==> src/rtl/rotate_share_ctrl.sv <==
`timescale 1ns/1ps
// -----------------------------------------------------------------------------
// rotate_share_ctrl
//
// Two-requester arbiter and sequencer for a shared multi-cycle right-rotate
// datapath. One job (data + rotate amount) is accepted at a time under
// round-robin priority. The job runs through SHW stages, one per clock, where
// stage k rotates right by 2**k when bit k of the amount is set. The result
// is then held on a valid/ready output port together with the owning
// requester ID.
//
// Ports:
//   clk        rising-edge clock
//   clear      synchronous active-high reset
//   req_valid  per-requester job valid (bit i = requester i)
//   req_data   job data, requester i uses [i*WIDTH +: WIDTH]
//   req_shift  rotate-right amount, requester i uses [i*SHW +: SHW]
//   req_ready  per-requester accept, one-hot or zero, only ever high in IDLE
//   out_valid  result valid (HOLD state)
//   out_data   rotated result, stable while out_valid and not out_ready
//   out_id     requester that owns the result
//   out_ready  downstream accept
//   busy       high whenever a job is in flight or being held
// -----------------------------------------------------------------------------
module rotate_share_ctrl #(
    parameter int WIDTH = 8,
    parameter int SHW   = 3
) (
    input  logic               clk,
    input  logic               clear,
    input  logic [1:0]         req_valid,
    input  logic [2*WIDTH-1:0] req_data,
    input  logic [2*SHW-1:0]   req_shift,
    output logic [1:0]         req_ready,
    output logic               out_valid,
    output logic [WIDTH-1:0]   out_data,
    output logic               out_id,
    input  logic               out_ready,
    output logic               busy
);

    // Stage counter only needs to address the SHW amount bits.
    localparam int KW = (SHW > 1) ? $clog2(SHW) : 1;
    localparam logic [KW-1:0] K_LAST = KW'(SHW - 1);

    typedef enum logic [1:0] {
        IDLE = 2'd0,
        STG  = 2'd1,
        HOLD = 2'd2
    } state_t;

    state_t           state_q;
    state_t           state_d;

    logic [WIDTH-1:0] work_q;
    logic [SHW-1:0]   shamt_q;
    logic [KW-1:0]    k_q;
    logic             id_q;
    logic             last_grant_q;

    logic             accept;
    logic             grant_id;
    logic [WIDTH-1:0] grant_data;
    logic [SHW-1:0]   grant_shift;

    // Fixed rotate amount per stage: stage g rotates right by 2**g, so the
    // LSBs wrap into the MSBs.
    logic [WIDTH-1:0] stage_rot [SHW];

    for (genvar g = 0; g < SHW; g++) begin : g_stage
        localparam int AMT = 2 ** g;
        assign stage_rot[g] = {work_q[AMT-1:0], work_q[WIDTH-1:AMT]};
    end

    assign grant_data  = grant_id ? req_data[2*WIDTH-1:WIDTH] : req_data[WIDTH-1:0];
    assign grant_shift = grant_id ? req_shift[2*SHW-1:SHW]    : req_shift[SHW-1:0];

    // -------------------------------------------------------------------------
    // Next-state and output decode
    // -------------------------------------------------------------------------
    always_comb begin
        state_d   = state_q;
        req_ready = 2'b00;
        out_valid = 1'b0;
        accept    = 1'b0;
        grant_id  = 1'b0;
        busy      = (state_q != IDLE);

        case (state_q)
            IDLE: begin
                // With both requesting, the one that did not win last time
                // goes first; a lone requester always wins.
                if (req_valid == 2'b11) begin
                    grant_id = ~last_grant_q;
                end else begin
                    grant_id = req_valid[1];
                end
                if (req_valid != 2'b00) begin
                    req_ready = grant_id ? 2'b10 : 2'b01;
                    accept    = 1'b1;
                    state_d   = STG;
                end
            end
            STG: begin
                // Full SHW cycles regardless of the amount, so latency is fixed.
                if (k_q == K_LAST) begin
                    state_d = HOLD;
                end
            end
            HOLD: begin
                out_valid = 1'b1;
                if (out_ready) begin
                    state_d = IDLE;
                end
            end
            default: begin
                state_d = IDLE;
            end
        endcase
    end

    // -------------------------------------------------------------------------
    // State register
    // -------------------------------------------------------------------------
    always_ff @(posedge clk) begin
        if (clear) begin
            state_q <= IDLE;
        end else begin
            state_q <= state_d;
        end
    end

    // -------------------------------------------------------------------------
    // Job capture and rotate stages
    // -------------------------------------------------------------------------
    always_ff @(posedge clk) begin
        if (clear) begin
            work_q       <= '0;
            shamt_q      <= '0;
            k_q          <= '0;
            id_q         <= 1'b0;
            // Pretend requester 1 won last so requester 0 wins the first tie.
            last_grant_q <= 1'b1;
        end else if (accept) begin
            // Requester inputs are only sampled here; later changes are ignored.
            work_q       <= grant_data;
            shamt_q      <= grant_shift;
            k_q          <= '0;
            id_q         <= grant_id;
            last_grant_q <= grant_id;
        end else if (state_q == STG) begin
            if (shamt_q[k_q]) begin
                work_q <= stage_rot[k_q];
            end
            k_q <= k_q + 1'b1;
        end
    end

    // work_q does not change in HOLD, so the result stays stable under
    // backpressure.
    assign out_data = work_q;
    assign out_id   = id_q;

endmodule

==> config.mk <==
export PLATFORM = sky130hd
export DESIGN_NAME = rotate_share_ctrl
export DESIGN_NICKNAME = d
export VERILOG_FILES = /design/src/rtl/rotate_share_ctrl.sv
export SDC_FILE = /design/constraint.sdc
export NUM_CORES = 1
export LEC_CHECK = 0
export CORE_AREA = 2 2 54 56
export CTS_CLUSTER_DIAMETER = 150
export DETAILED_ROUTE_END_ITERATION = 6
export DIE_AREA = 0 0 56 58
export GPL_TIMING_DRIVEN = 0
export PLACE_DENSITY = 0.73
export RECOVER_POWER = 100
export SETUP_SLACK_MARGIN = 0.02
export SLEW_MARGIN = 20
export SYNTH_ARGS = -nofsm -noshare
export SYNTH_HDL_FRONTEND = slang
export SYNTH_SLANG_ARGS = --single-unit
==> constraint.sdc <==
create_clock -name clk -period 1.69 [get_ports clk]
set_input_delay 0.169 -clock clk [delete_from_list [all_inputs] [get_ports clk]]
set_output_delay 0.169 -clock clk [all_outputs]
set_load 0.005 [all_outputs]
==> impl_metrics.env <==
export IMPL_outcome="complete, but fails checks"
export IMPL_violations="negative setup slack"
export IMPL_via_count=1086
export IMPL_skew_ps=10.4
export IMPL_die_width_um=56
export IMPL_ys_seq_area_share_pct=32.9
export IMPL_hold_class="input pin to register"
export IMPL_cpPeakStageDelay_ps=340
export IMPL_finalHoldViolations=0
export IMPL_p_per_area_mw_per_mm2=716
export IMPL_io_buffers=37
export IMPL_crit_family="simple AND/OR/NAND/NOR gates"
export IMPL_clock_sinks=17
export IMPL_areaGrowthSynthToFinish_pct=55.3
export IMPL_finalCritPeriodShare_pct=100
export IMPL_firstDrtPassIters=4
export IMPL_cp_end_kind="output port"
export IMPL_overflow=0
export IMPL_holdBufCountCts=0
export IMPL_finalSetupViolations=1
export IMPL_synth_edff_count=0
export IMPL_reg2reg_slack_ps=110
export IMPL_critPathBufInv=2
export IMPL_maxCapViolations=0
export IMPL_fmax_mhz=591
export IMPL_cpMostUsedCell="or2_4"
export IMPL_relSlewSlack_pct=69.0
export IMPL_startpoint_type="register"
export IMPL_grt_pass1_vias=1041
export IMPL_ant_nets=0
export IMPL_hpwl_um=2170
export IMPL_ios=40
export IMPL_min_to="shamt_q[0]"
export IMPL_drt_total_wl_um=2870
export IMPL_critPathSlowestCell="dfxtp_2"
export IMPL_grt_max_degree=11
export IMPL_start_util_pct=38.9
export IMPL_drc=0
export IMPL_die_h_um=58
export IMPL_clk_latency_ps=310
export IMPL_hold_path_startpoint="clear"
export IMPL_syn_avg_cell_area_um2=9.00
export IMPL_critical_path_arrival_ps=1520
export IMPL_period_minus_slack_ps=1690
export IMPL_cts_tree="yes"
export IMPL_syn_num_nets=143
export IMPL_drt_first_iter_violations=21
export IMPL_crit_required_ps=1520
export IMPL_rr_startpoint="state_q[0]"
export IMPL_hold_depth=2
export IMPL_path_class="register to output port"
export IMPL_synthDistinctLibCells=29
export IMPL_ctsRootBufferMaster="clkbuf_4"
export IMPL_netlist_area_mm2=0.00103
export IMPL_nets=194
export IMPL_antenna_found_initial=0
export IMPL_ys_ff_latch=17
export IMPL_clk_pin_slew_ps=120
export IMPL_cts_htree_levels=1
export IMPL_fp_row_count=19
export IMPL_via_per_inst=5.54
export IMPL_tightest_slew_ps=465
export IMPL_track_usage_pct=18.7
export IMPL_vdd_drop_max_mv=0.436
export IMPL_antennaDiodeCount=0
export IMPL_fin_cells=196
export IMPL_coreArea_mm2=0.00266
export IMPL_cts_made_buffers=3
export IMPL_synthFlopType="dfxtp_1"
export IMPL_rr_endpoint="out_data[7]"
export IMPL_async_flop_share_pct=0
export IMPL_syn_inst=115
export IMPL_grt_pass1_wl_um=4770
export IMPL_leakagePower_uw=0.000636
export IMPL_rsz0062_at_grt="true"
export IMPL_path_max_fanout=3
export IMPL_clk_path_buf_depth=2
export IMPL_yosysWarnings=0
export IMPL_place_inst=183
export IMPL_fin_ws_ps=-1.92
export IMPL_slew_violations=0
export IMPL_r2r_cells=8
export IMPL_wl_per_cell_um=14.6
export IMPL_fin_tns_setup_ps=-1.92
export IMPL_gp_congestion=0.878
export IMPL_dieArea_mm2=0.00325
export IMPL_crit_chain="or2_4 > clkbuf_16 > or2_4 > nor2_2 > buf_2"
export IMPL_drive_above_1_share_pct=18.2
==> cell usage after synthesis (all sizes together) (2+ instances only) <==
cell / number / share of area (%)
buf: 4 / 1.9
a211oi: 5 / 3.6
or2: 2 / 1.2
mux2i: 18 / 17
inv: 3 / 1.1
nor2b: 4 / 2.4
a2111oi: 2 / 1.7
a21boi: 2 / 1.5
clkbuf: 5 / 1.8
o22ai: 6 / 3.6
nor2: 17 / 6.9
a2bb2oi: 6 / 5.1
nor3: 2 / 0.97
a21oi: 2 / 0.97
dfxtp: 17 / 33
a211o: 3 / 2.5
a32oi: 7 / 5.9
==> report_power, final <==
| part | internal [uW] | leakage, uW | switching (uW) |
|---|---|---|---|
| clock | 88.4 | 0.0000177 | 149 |
| sequential | 437 | 0.000140 | 37.0 |
| combinational | 259 | 0.000478 | 180 |
| total | 784 | 0.000636 | 366 |
==> layout by cell type (no fill, tap or decap), types with 2 or more instances in the layout <==
cell | synthesis | final
a2111oi_0 | 2 | 2
a211o_1 | 3 | 3
a211oi_1 | 5 | 5
a21oi_1 | 2 | 2
a2bb2oi_1 | 6 | 6
a32oi_1 | 7 | 7
buf_12 | 0 | 2
buf_2 | 4 | 4
buf_4 | 0 | 7
clkbuf_1 | 5 | 4
clkbuf_4 | 0 | 5
clkdlybuf4s50_1 | 0 | 34
dfxtp_1 | 17 | 15
dfxtp_2 | 0 | 2
inv_1 | 3 | 3
mux2i_1 | 18 | 18
nor2_1 | 16 | 15
nor2b_1 | 4 | 2
nor3_1 | 2 | 2
o22ai_1 | 6 | 6
or2_4 | 0 | 2
==> worst reg2reg max path: stages (launching register included) <==
cell and delay [ps]:
dfxtp_2 340, or2_4 250, buf_4 140, nor2_4 90
buf_4 140, a31oi_4 40, buf_12 170, a211o_1 220
a21oi_1 120
==> layout make-up <==
| cell class | count | area (um^2) |
|---|---|---|
| Fill cell | 241 | 1060 |
| Buffer | 9 | 65.1 |
| Multi-Input combinational cell | 86 | 666 |
| Timing Repair Buffer | 46 | 455 |
| Inverter | 3 | 11.3 |
| Clock buffer | 3 | 22.5 |
| Clock inverter | 1 | 5.00 |
| Tap cell | 31 | 38.8 |
| Sequential cell | 17 | 343 |
==> flip-flops by register name, indices dropped and copies added, names as in the netlist <==
register and flops:
out_id 1, out_data 8, shamt_q 3, last_grant_q 1
k_q 2, state_q 2
==> repair_timing <==
| action | CTS | global route |
|---|---|---|
| endpoints found under the setup margin | 3 | 13 |
| gates resized for setup | 19 | 5 |
| buffers inserted | 5 | 4 |
| pin swaps | 1 | 5 |
==> worst max-delay path by stage <==
stage / from / cells after the start / to / slack [ps]
after floorplan: k_q[0] / 5 / out_data[0] / 210
after global placement: req_valid[1] / 5 / req_ready[0] / -330
after detailed placement: req_valid[1] / 5 / req_ready[0] / -330
after CTS: state_q[1] / 5 / req_ready[1] / 30
after global routing: state_q[0] / 5 / req_ready[0] / -30
final: state_q[0] / 5 / req_ready[0] / -2
==> stage by stage <==
step	instance area, um^2	hold WS (ps)	util [%]	setup WS [ps]	total power, uW
3_5_place_dp	1440	468	54.2	-333	853
4_1_cts	1560	264	58.6	29.0	1120
3_3_place_gp	1440	445	54.2	-328	845
5_1_grt	1610	274	60.3	-28.4	1200
6_report	1610	260	60.3	-1.92	1150
2_1_floorplan	1030	368	-	212	695
==> metal layers <==
metal  GRT usage, %  routed length [um]  vias up
li1               -                   -      536
met1           24.7                1290      506
met2           31.8                1390       39
met3           2.01                 149        5
met4           7.14                  44        0
met5              0                   0        -
==> cell families (layout without fill, tap and decap cells) <==
group	after synthesis	after routing	share of synthesized area [%]
xor gates and xnor gates	1	1	0.847
buffers and inverters	12	62	4.84
DFF	17	17	32.9
AOI/OAI and AO/OA	37	37	29.0
and+or+nand+nor	29	29	13.8
adders and majority gates	1	1	1.21
muxes	18	18	17.4
Note: power is estimated with default switching activity, not from simulation.
